==> config.mk <==
export PLATFORM = sky130hd
export DESIGN_NAME = pea_invoke_ctrl
export DESIGN_NICKNAME = d
export VERILOG_FILES = /design/src/rtl/pea_invoke_ctrl.sv
export SDC_FILE = /design/constraint.sdc
export NUM_CORES = 1
export LEC_CHECK = 0
export ABC_AREA = 1
export CORE_ASPECT_RATIO = 0.7
export CORE_MARGIN = 5
export CORE_UTILIZATION = 43
export CTS_CLUSTER_SIZE = 20
export DETAILED_ROUTE_END_ITERATION = 16
export MAX_ROUTING_LAYER = met4
export PLACE_DENSITY = 0.88
export SLEW_MARGIN = 10
export SYNTH_ARGS = -nofsm -noshare
export SYNTH_HDL_FRONTEND = slang
export SYNTH_SLANG_ARGS = --single-unit
==> constraint.sdc <==
create_clock -name clk -period 1.84 [get_ports clk]
set_input_delay 0.184 -clock clk [delete_from_list [all_inputs] [get_ports clk]]
set_output_delay 0.184 -clock clk [all_outputs]
set_load 0.01 [all_outputs]
==> src/rtl/pea_invoke_ctrl.sv <==
// pea_invoke_ctrl: pops one command, decodes it, waits for FIFO room/data, invokes the PEA core and watches for completion
module pea_invoke_ctrl #(
    parameter int WORD_SIZE      = 16,
    parameter int BUFFER_SIZE    = 1024,
    parameter int TIMEOUT_CYCLES = 4096
) (
    input  logic                           clk,
    input  logic                           rst,
    input  logic [$clog2(BUFFER_SIZE)-1:0] command_pop,
    input  logic [$clog2(BUFFER_SIZE)-1:0] data_pop,
    input  logic [$clog2(BUFFER_SIZE)-1:0] result_free_space,
    input  logic [$clog2(BUFFER_SIZE)-1:0] status_free_space,
    input  logic [WORD_SIZE-1:0]           cmd_data,
    input  logic                           core_done,
    output logic                           cmd_rd_en,
    output logic                           core_start,
    output logic [7:0]                     core_mode,
    output logic [2:0]                     core_arg1,
    output logic [4:0]                     core_arg2,
    output logic                           busy,
    output logic                           err,
    output logic [1:0]                     err_code,
    output logic [15:0]                    invoke_count
);
    localparam int AW = $clog2(BUFFER_SIZE);
    localparam int WW = $clog2(TIMEOUT_CYCLES + 1);
    localparam logic [WW-1:0] WDOG_LAST = WW'(TIMEOUT_CYCLES - 1);

    typedef enum logic [2:0] {IDLE, FETCH, LATCH, CHECK, RUN, WAIT} state_t;

    state_t        state_q, state_d;
    logic [7:0]    mode_q, mode_d;
    logic [2:0]    arg1_q, arg1_d;
    logic [4:0]    arg2_q, arg2_d;
    logic [1:0]    code_q, code_d;
    logic [15:0]   cnt_q, cnt_d;
    logic [WW-1:0] wdog_q, wdog_d;
    logic          rd_en_q, start_q, busy_q, err_q, err_d;
    logic          bad_op, gate_ok;
    logic [AW:0]   dp, rf, sf, a2, a2p1;

    // One extra bit on every operand so arg2+1 cannot wrap against a full-scale count
    assign dp     = {1'b0, data_pop};
    assign rf     = {1'b0, result_free_space};
    assign sf     = {1'b0, status_free_space};
    assign a2     = (AW+1)'(arg2_q);
    assign a2p1   = a2 + (AW+1)'(1);
    assign bad_op = mode_q > 8'd3;

    // Resource gate for the latched opcode: STP=0, EVP=1, EVB=2, RST=3 (RST never waits)
    always_comb begin
        gate_ok = (mode_q == 8'd0) ? (dp >= a2p1 && rf != '0 && sf != '0) :
                  (mode_q == 8'd1) ? (dp != '0 && rf >= a2 && sf >= a2) :
                  (mode_q == 8'd2) ? (dp >= a2 && rf >= a2 && sf >= a2) : 1'b1;
    end

    // Next-state, decode latch, watchdog and fault/count bookkeeping
    always_comb begin
        state_d = state_q;
        mode_d  = mode_q;
        arg1_d  = arg1_q;
        arg2_d  = arg2_q;
        code_d  = code_q;
        cnt_d   = cnt_q;
        wdog_d  = wdog_q;
        err_d   = 1'b0;
        case (state_q)
            IDLE:  state_d = (command_pop != '0) ? FETCH : IDLE;
            FETCH: state_d = LATCH;
            LATCH: begin
                mode_d  = cmd_data[15:8];
                arg1_d  = cmd_data[7:5];
                arg2_d  = cmd_data[4:0];
                state_d = CHECK;
            end
            CHECK: begin
                if (bad_op) begin
                    err_d   = 1'b1;
                    code_d  = 2'b01;
                    state_d = IDLE;
                end else if (gate_ok) begin
                    state_d = RUN;
                end
            end
            RUN: begin
                wdog_d  = '0;
                state_d = WAIT;
            end
            WAIT: begin
                if (core_done) begin
                    cnt_d   = cnt_q + 16'd1;
                    state_d = IDLE;
                end else if (wdog_q == WDOG_LAST) begin
                    err_d   = 1'b1;
                    code_d  = 2'b10;
                    state_d = IDLE;
                end else begin
                    wdog_d = wdog_q + WW'(1);
                end
            end
            default: state_d = IDLE;
        endcase
    end

    // State and all outputs registered; strobes are derived from the state being entered
    always_ff @(posedge clk or posedge rst) begin
        if (rst) begin
            state_q <= IDLE;
            mode_q  <= '0;
            arg1_q  <= '0;
            arg2_q  <= '0;
            code_q  <= '0;
            cnt_q   <= '0;
            wdog_q  <= '0;
            rd_en_q <= 1'b0;
            start_q <= 1'b0;
            busy_q  <= 1'b0;
            err_q   <= 1'b0;
        end else begin
            state_q <= state_d;
            mode_q  <= mode_d;
            arg1_q  <= arg1_d;
            arg2_q  <= arg2_d;
            code_q  <= code_d;
            cnt_q   <= cnt_d;
            wdog_q  <= wdog_d;
            rd_en_q <= state_d == FETCH;
            start_q <= state_d == RUN;
            busy_q  <= state_d != IDLE;
            err_q   <= err_d;
        end
    end

    assign cmd_rd_en    = rd_en_q;
    assign core_start   = start_q;
    assign core_mode    = mode_q;
    assign core_arg1    = arg1_q;
    assign core_arg2    = arg2_q;
    assign busy         = busy_q;
    assign err          = err_q;
    assign err_code     = code_q;
    assign invoke_count = cnt_q;
endmodule

After elaboration in Yosys (flattened, before gate mapping)
Cells that the tools add are included.
- eq/ne operators: 14
- muxes and demuxes: 20
- add/subtract/negate cells: 3
- reduce and logical (&&, ||, !) cells: 18
- bitwise operators: 0
- multipliers: 0
- shift-type cells: 0
- div/mod/pow operators: 0
- $lt $le $gt $ge: 5
- operators by type and width (kind ; count):
    $reduce_bool 11->1 ; 3
    $ge 10x5->1 ; 3
    $mux 13 ; 2
    $pmux 13 s2 ; 1
    $pmux 3 s6 ; 1
    $add 16x1->16 const B ; 1
    $add 13x1->13 const B ; 1
    $eq 13x12->1 const B ; 1
    $mux 3 ; 4
    $ge 10x6->1 ; 1
    $reduce_bool 10->1 ; 1
    $eq 3x3->1 const B ; 3
    $eq 8x1->1 const B ; 1
    $eq 8x2->1 const B ; 1
    $gt 8x2->1 const B ; 1
    $logic_not 8->1 ; 1
    $ne 2x2->1 const B ; 4
    $mux 1 ; 7
    $add 5x1->6 const B ; 1
    $eq 3x1->1 const B ; 2
    $eq 3x2->1 const B ; 2
    $logic_and 1x1->1 ; 6
    $mux 2 ; 3
    $pmux 2 s2 ; 1
    other kinds (7) ; 8
- register bits: 54
- memory bits (writable): 0
- ROM bits: 0
- input bits: 59
- memories kept: 0
- bits in latches: 0
- word-level logic and storage cells: 71

Longest topological paths before layout
- depth in word-level cells: 10
- gate-level depth with buffers: 15

Worst setup path before layout
No wires, ideal clock.
- path type: register -> register
- start: register arg2_q[0], in the netlist core_arg2[0]
- end: register busy_q, in the netlist busy
- arrival: 1931 ps
- clock period less this slack: 2060 ps
- data required time: 1712 ps
- cell stages (with the launch flop): 14
- slack: -220 ps
- path through: dfrtp_1 ha_1 nand3_1 xor2_1 ha_1 nand2_1 nor2_1 o211ai_1 nand3_1 nand4_1 nand3_1 nand2_1 nor2_1 nand3_1
- word-level cells in the longest chain between the ends: 10
- RTL lines (what ; RTL line ; source):
    from (decl) ; 34 ; logic [4:0] arg2_q, arg2_d;
    from (signal assigned) ; 123 ; arg2_q <= arg2_d;
    parallel branches: the longest is 5 deep, another holds $ge 10x6->1 ; -- ;
    $mux 1 * ; 52 ; gate_ok = (mode_q == 8'd0) ? (dp >= a2p1 && rf != '0 && sf != '0) :
    $mux 3 * ; 81 ; end else if (gate_ok) begin
    $mux 3 * ; 77 ; if (bad_op) begin
    $pmux 3 s6 * ; 67 ; case (state_q)
    $reduce_bool 3->1 * ; 129 ; busy_q <= state_d != IDLE;
    to (signal assigned) ; 117 ; busy_q <= 1'b0;
    to (signal assigned) ; 129 ;
    to (decl) ; 38 ; logic rd_en_q, start_q, busy_q, err_q, err_d;
Mark *: on every way between the ends.
A chain may end at the register's enable or synchronous reset.

Final worst setup path
Same ends and word-level chain as after synthesis.

==> out/metrics.yaml <==
finish:
  finalNonFillerCells: 649
  mostFrequentLayoutCells: "sky130_fd_sc_hd__nand2_1, sky130_fd_sc_hd__clkdlybuf4s50_1, sky130_fd_sc_hd__inv_1"
  final_net_count: 633
  layout_commonest_cell: "sky130_fd_sc_hd__nand2_1"
  postLayoutCellArea_mm2: 0.00478
  nFillCells: 601
  share_of_layout_cells_above_drive_strength_1_pct: 13.4
  area_growth_syn_to_layout_pct: 45.7
  antenna-diode-count: 0
sta:
  relative_slew_slack_pct: 72.0
  slew_violations: 0
  rsz_0062_raised_after_global_routing: "true"
  worst_clock_skew_ns: 0.00739
  finalCriticalPeriod_ns: 2.13
  post-route-worst-setup-slack_ns: -0.292
  final-setup-viol-count: 5
  finalHoldViolations: 0
  max_slew.worst_pin.slew_ns: 0.416
  final_min_period_over_clock_period_pct: 116
  maximum_clock_rate_mhz: 469
power_and_ir_drop:
  internal_power_mw: 3.26
  share_comb_of_total_power_pct: 50.5
  power.clock.fraction_pct: 15.2
  sequential_group_share_of_total_power_pct: 34.3
  total_leakage_power_nw: 2.34
  vdd_drop_max_mv: 0.693
  power-per-cell-area_mw_per_mm2: 1130
  switchingPower_mw: 2.15
  p_sw_share_pct: 39.8
synthesis:
  number_of_flops_mapped_to_enable_cells_by_yosys: 0
  yosysTopAreaCellShare_pct: 41.2
  postSynthNetCount: 509
  synth.distinct_cells: 29
  syn-mean-instance-area_um2: 7.70
  number_of_storage_elements_in_the_synthesis_netlist: 54
  synth_flop_cell: "sky130_fd_sc_hd__dfrtp_1"
  ys_warn_count: 0
  synth_sequential_area_ratio_pct: 41.2
  synthesis.instances: 426
  synth-async-reset-ratio_pct: 100
  yosys.area.top_type: "sky130_fd_sc_hd__dfrtp_1"
  synth.cell_area_mm2: 0.00328
  cell_types_occupying_the_most_area_after_synthesis: "sky130_fd_sc_hd__dfrtp_1, sky130_fd_sc_hd__nand2_1, sky130_fd_sc_hd__ha_1, sky130_fd_sc_hd__inv_1, sky130_fd_sc_hd__nor2_1"
run:
  max-cap-violations: 0
global_route:
  grt_util_all_layers_pct: 19.4
  grt_max_degree: 55
  global_route.overflow_total: 0
  number_of_antenna_violations_at_the_first_check_in_global_routing: 0
  wire_length_of_the_first_global_routing_pass_mm: 15.0
  first_global_vias: 3147
setup_path:
  arrival_ns: 2.33
  crit_path_start: "core_arg2[0]$_DFFE_PP0P_"
  worst_path_largest_cell_delay_ns: 0.43
  cp_cell_sequence: "ha_4, nand3_2, xor2_1, ha_1, nand2_2, nor2_1, nand4_1, nand3_1, nand4_1, nand3_2, nand2_1, nor2_2, nand3_1"
  critPathLaunchType: "flip-flop"
  critical-path-slowest-cell: "sky130_fd_sc_hd__dfrtp_2"
  regToRegSetupSlack_ns: -0.29
  crit_path_end_kind: "flip-flop"
  crit_fanout: 3
  critical_path_class: "reg -> reg"
  timing.critical_path.buf_inv: 0
  dominant_delay_contributor_by_cell_family_on_the_critical_path: "simple AND/OR/NAND/NOR gates"
  crit_required_ns: 2.04
  critical_path.reg2reg.startpoint: "core_arg2[0]$_DFFE_PP0P_"
clock_tree:
  cts-buffers-inserted: 5
  clock-root-buffer: "sky130_fd_sc_hd__clkbuf_8"
  cts_htree_levels: 2
  cts.sink_count: 54
  clk_transition_reported_paths_ns: 0.10
  clk-insertion-delay-late_ns: 0.31
  cts_tree: "done"
  longest_clk_path_bufs: 2
floorplan:
  start_util_pct: 44.6
  placement_rows: 26
  ioPinCount: 97
  die_h_um: 83.1
  fp.dieW_um: 114
  floorplan.die_area_mm2: 0.00951
  core-area_mm2: 0.00735
placed_design:
  dp_cells: 636
  detailed_place_hpwl_mm: 7.13
  dp_slack_ns: -0.293
  final_estimated_routing_congestion_in_global_placement: 0.894
  dpl-instance-area_mm2: 0.00454
  port_buffers: 96
routing:
  top_routing_layer_in_use: "met4"
  dr_total_vias: 3179
  wl_met3_um: 612
  routed-wl-met2_mm: 4.27
  wirelength_mm: 9.02
  drt_iter0_drc: 214
  routed_wl_per_cell_um: 13.9
  length_of_the_first_detailed_routing_pass_in_iterations: 4
  route.detailed.vias_per_inst: 4.90
  detail_route.wirelength.met1_mm: 4.09
  drc: 0
  final_antenna_net_count: 0
worst_hold_path:
  hold_path.class: "in -> async"
outcome:
  violated_checks: "setup timing"
  status: "finished with violations"
[flip-flops by register name (all words and copies together) (netlist names)]
register      cells
core_mode         8
err               1
err_code          2
core_arg2         5
wdog_q           13
cmd_rd_en         1
state_q           3
busy              1
invoke_count     16
core_arg1         3
core_start        1
[metrics by stage]
stage	utilization (%)	hold slack, ns	TNS [ns]	power (mW)
2_1_floorplan	-	0.301	-0.127	3.14
3_5_place_dp	61.8	0.468	-0.985	4.40
3_3_place_gp	61.8	0.459	-0.553	4.27
4_1_cts	63.8	0.244	-0.918	5.30
6_report	65.0	0.237	-1.10	5.42
5_1_grt	65.0	0.261	-1.75	5.88
[final timing paths]
kind                                                end  depth (start not counted)
setup reg to reg                         busy$_DFF_PP0_                         13
setup / recovery                         busy$_DFF_PP0_                         13
min in group clk               core_mode[2]$_DFFE_PP0P_                          3
max in group asynchronous      core_mode[7]$_DFFE_PP0P_                          3
hold reg to reg            invoke_count[15]$_DFFE_PP0P_                          1
hold / removal             invoke_count[15]$_DFFE_PP0P_                          3
[cell type report]
class / count / area, µm² / share of cell area, %
repair buffers: 119 / 1170 / 24.5
clock buffers: 5 / 68.8 / 1.44
multi-input cells: 293 / 1720 / 36.0
clock inverters: 3 / 48.8 / 1.02
flip-flops and latches: 54 / 1360 / 28.4
inverters: 77 / 289 / 6.05
well taps: 98 / 123 / 2.56
[cells by family (layout without fill, tap and decap cells)]
group                      after synthesis  count (layout)  share of synthesized area (%)
muxes                                    1               1                          0.343
AOI/OAI and AO/OA                       44              44                           7.32
DFF                                     54              54                           41.2
xor gates and xnor gates                19              19                           5.07
buffers and inverters                   80             204                           9.26
and+or+nand+nor                        204             205                           27.7
adders and majority gates               24              24                           9.15
[cell usage after synthesis (2+ instances only)]
| master | number |
|---|---|
| sky130_fd_sc_hd__a31oi_1 | 2 |
| sky130_fd_sc_hd__a21oi_1 | 14 |
| sky130_fd_sc_hd__nor3_1 | 10 |
| sky130_fd_sc_hd__nand2_1 | 107 |
| sky130_fd_sc_hd__nor2_2 | 6 |
| sky130_fd_sc_hd__ha_1 | 24 |
| sky130_fd_sc_hd__xnor2_1 | 7 |
| sky130_fd_sc_hd__inv_2 | 5 |
| sky130_fd_sc_hd__nor4_1 | 4 |
| sky130_fd_sc_hd__inv_1 | 72 |
| sky130_fd_sc_hd__nand3_1 | 17 |
| sky130_fd_sc_hd__clkbuf_1 | 2 |
| sky130_fd_sc_hd__o21a_1 | 3 |
| sky130_fd_sc_hd__nor2_1 | 44 |
| sky130_fd_sc_hd__xor2_1 | 12 |
| sky130_fd_sc_hd__dfrtp_1 | 54 |
| sky130_fd_sc_hd__o21ai_0 | 17 |
| sky130_fd_sc_hd__o21ai_1 | 5 |
| sky130_fd_sc_hd__nand4_1 | 11 |
[worst reg2reg max path, cell delays in order (launching register included)]
cell and delay (ns):
sky130_fd_sc_hd__dfrtp_2 0.43, sky130_fd_sc_hd__ha_4 0.15, sky130_fd_sc_hd__nand3_2 0.06, sky130_fd_sc_hd__xor2_1 0.15, sky130_fd_sc_hd__ha_1 0.31, sky130_fd_sc_hd__nand2_2 0.08
sky130_fd_sc_hd__nor2_1 0.09, sky130_fd_sc_hd__nand4_1 0.09, sky130_fd_sc_hd__nand3_1 0.12, sky130_fd_sc_hd__nand4_1 0.15, sky130_fd_sc_hd__nand3_2 0.12, sky130_fd_sc_hd__nand2_1 0.08
sky130_fd_sc_hd__nor2_2 0.14, sky130_fd_sc_hd__nand3_1 0.07
[power groups by stage]
| stage | Sequential, mW | Combinational (mW) | Clock, mW |
|---|---|---|---|
| 3_3_place_gp | 1.84 | 2.43 | 0 |
| 2_1_floorplan | 1.93 | 1.20 | 0 |
| 3_5_place_dp | 1.86 | 2.53 | 0 |
| 6_report | 1.86 | 2.74 | 0.825 |
| 5_1_grt | 1.91 | 3.08 | 0.891 |
| 4_1_cts | 1.84 | 2.62 | 0.841 |
[what timing repair did]
item / CTS / global route
buffers inserted: 2 / 2
cloned: 0 / 1
setup endpoints to repair: 7 / 17
hold buffers: 0 / 0
resized for setup: 5 / 18
pin swaps: 11 / 11
endpoints found under the hold margin: 0 / 0
[per-layer routing]
metal  vias to the layer above  track usage, %
met1                      1485            27.0
met4                         0            2.91
li1                       1593               -
met2                        95            29.8
met5                         -               -
met3                         6            4.29
No activity file was read; power rests on OpenSTA's default activity.
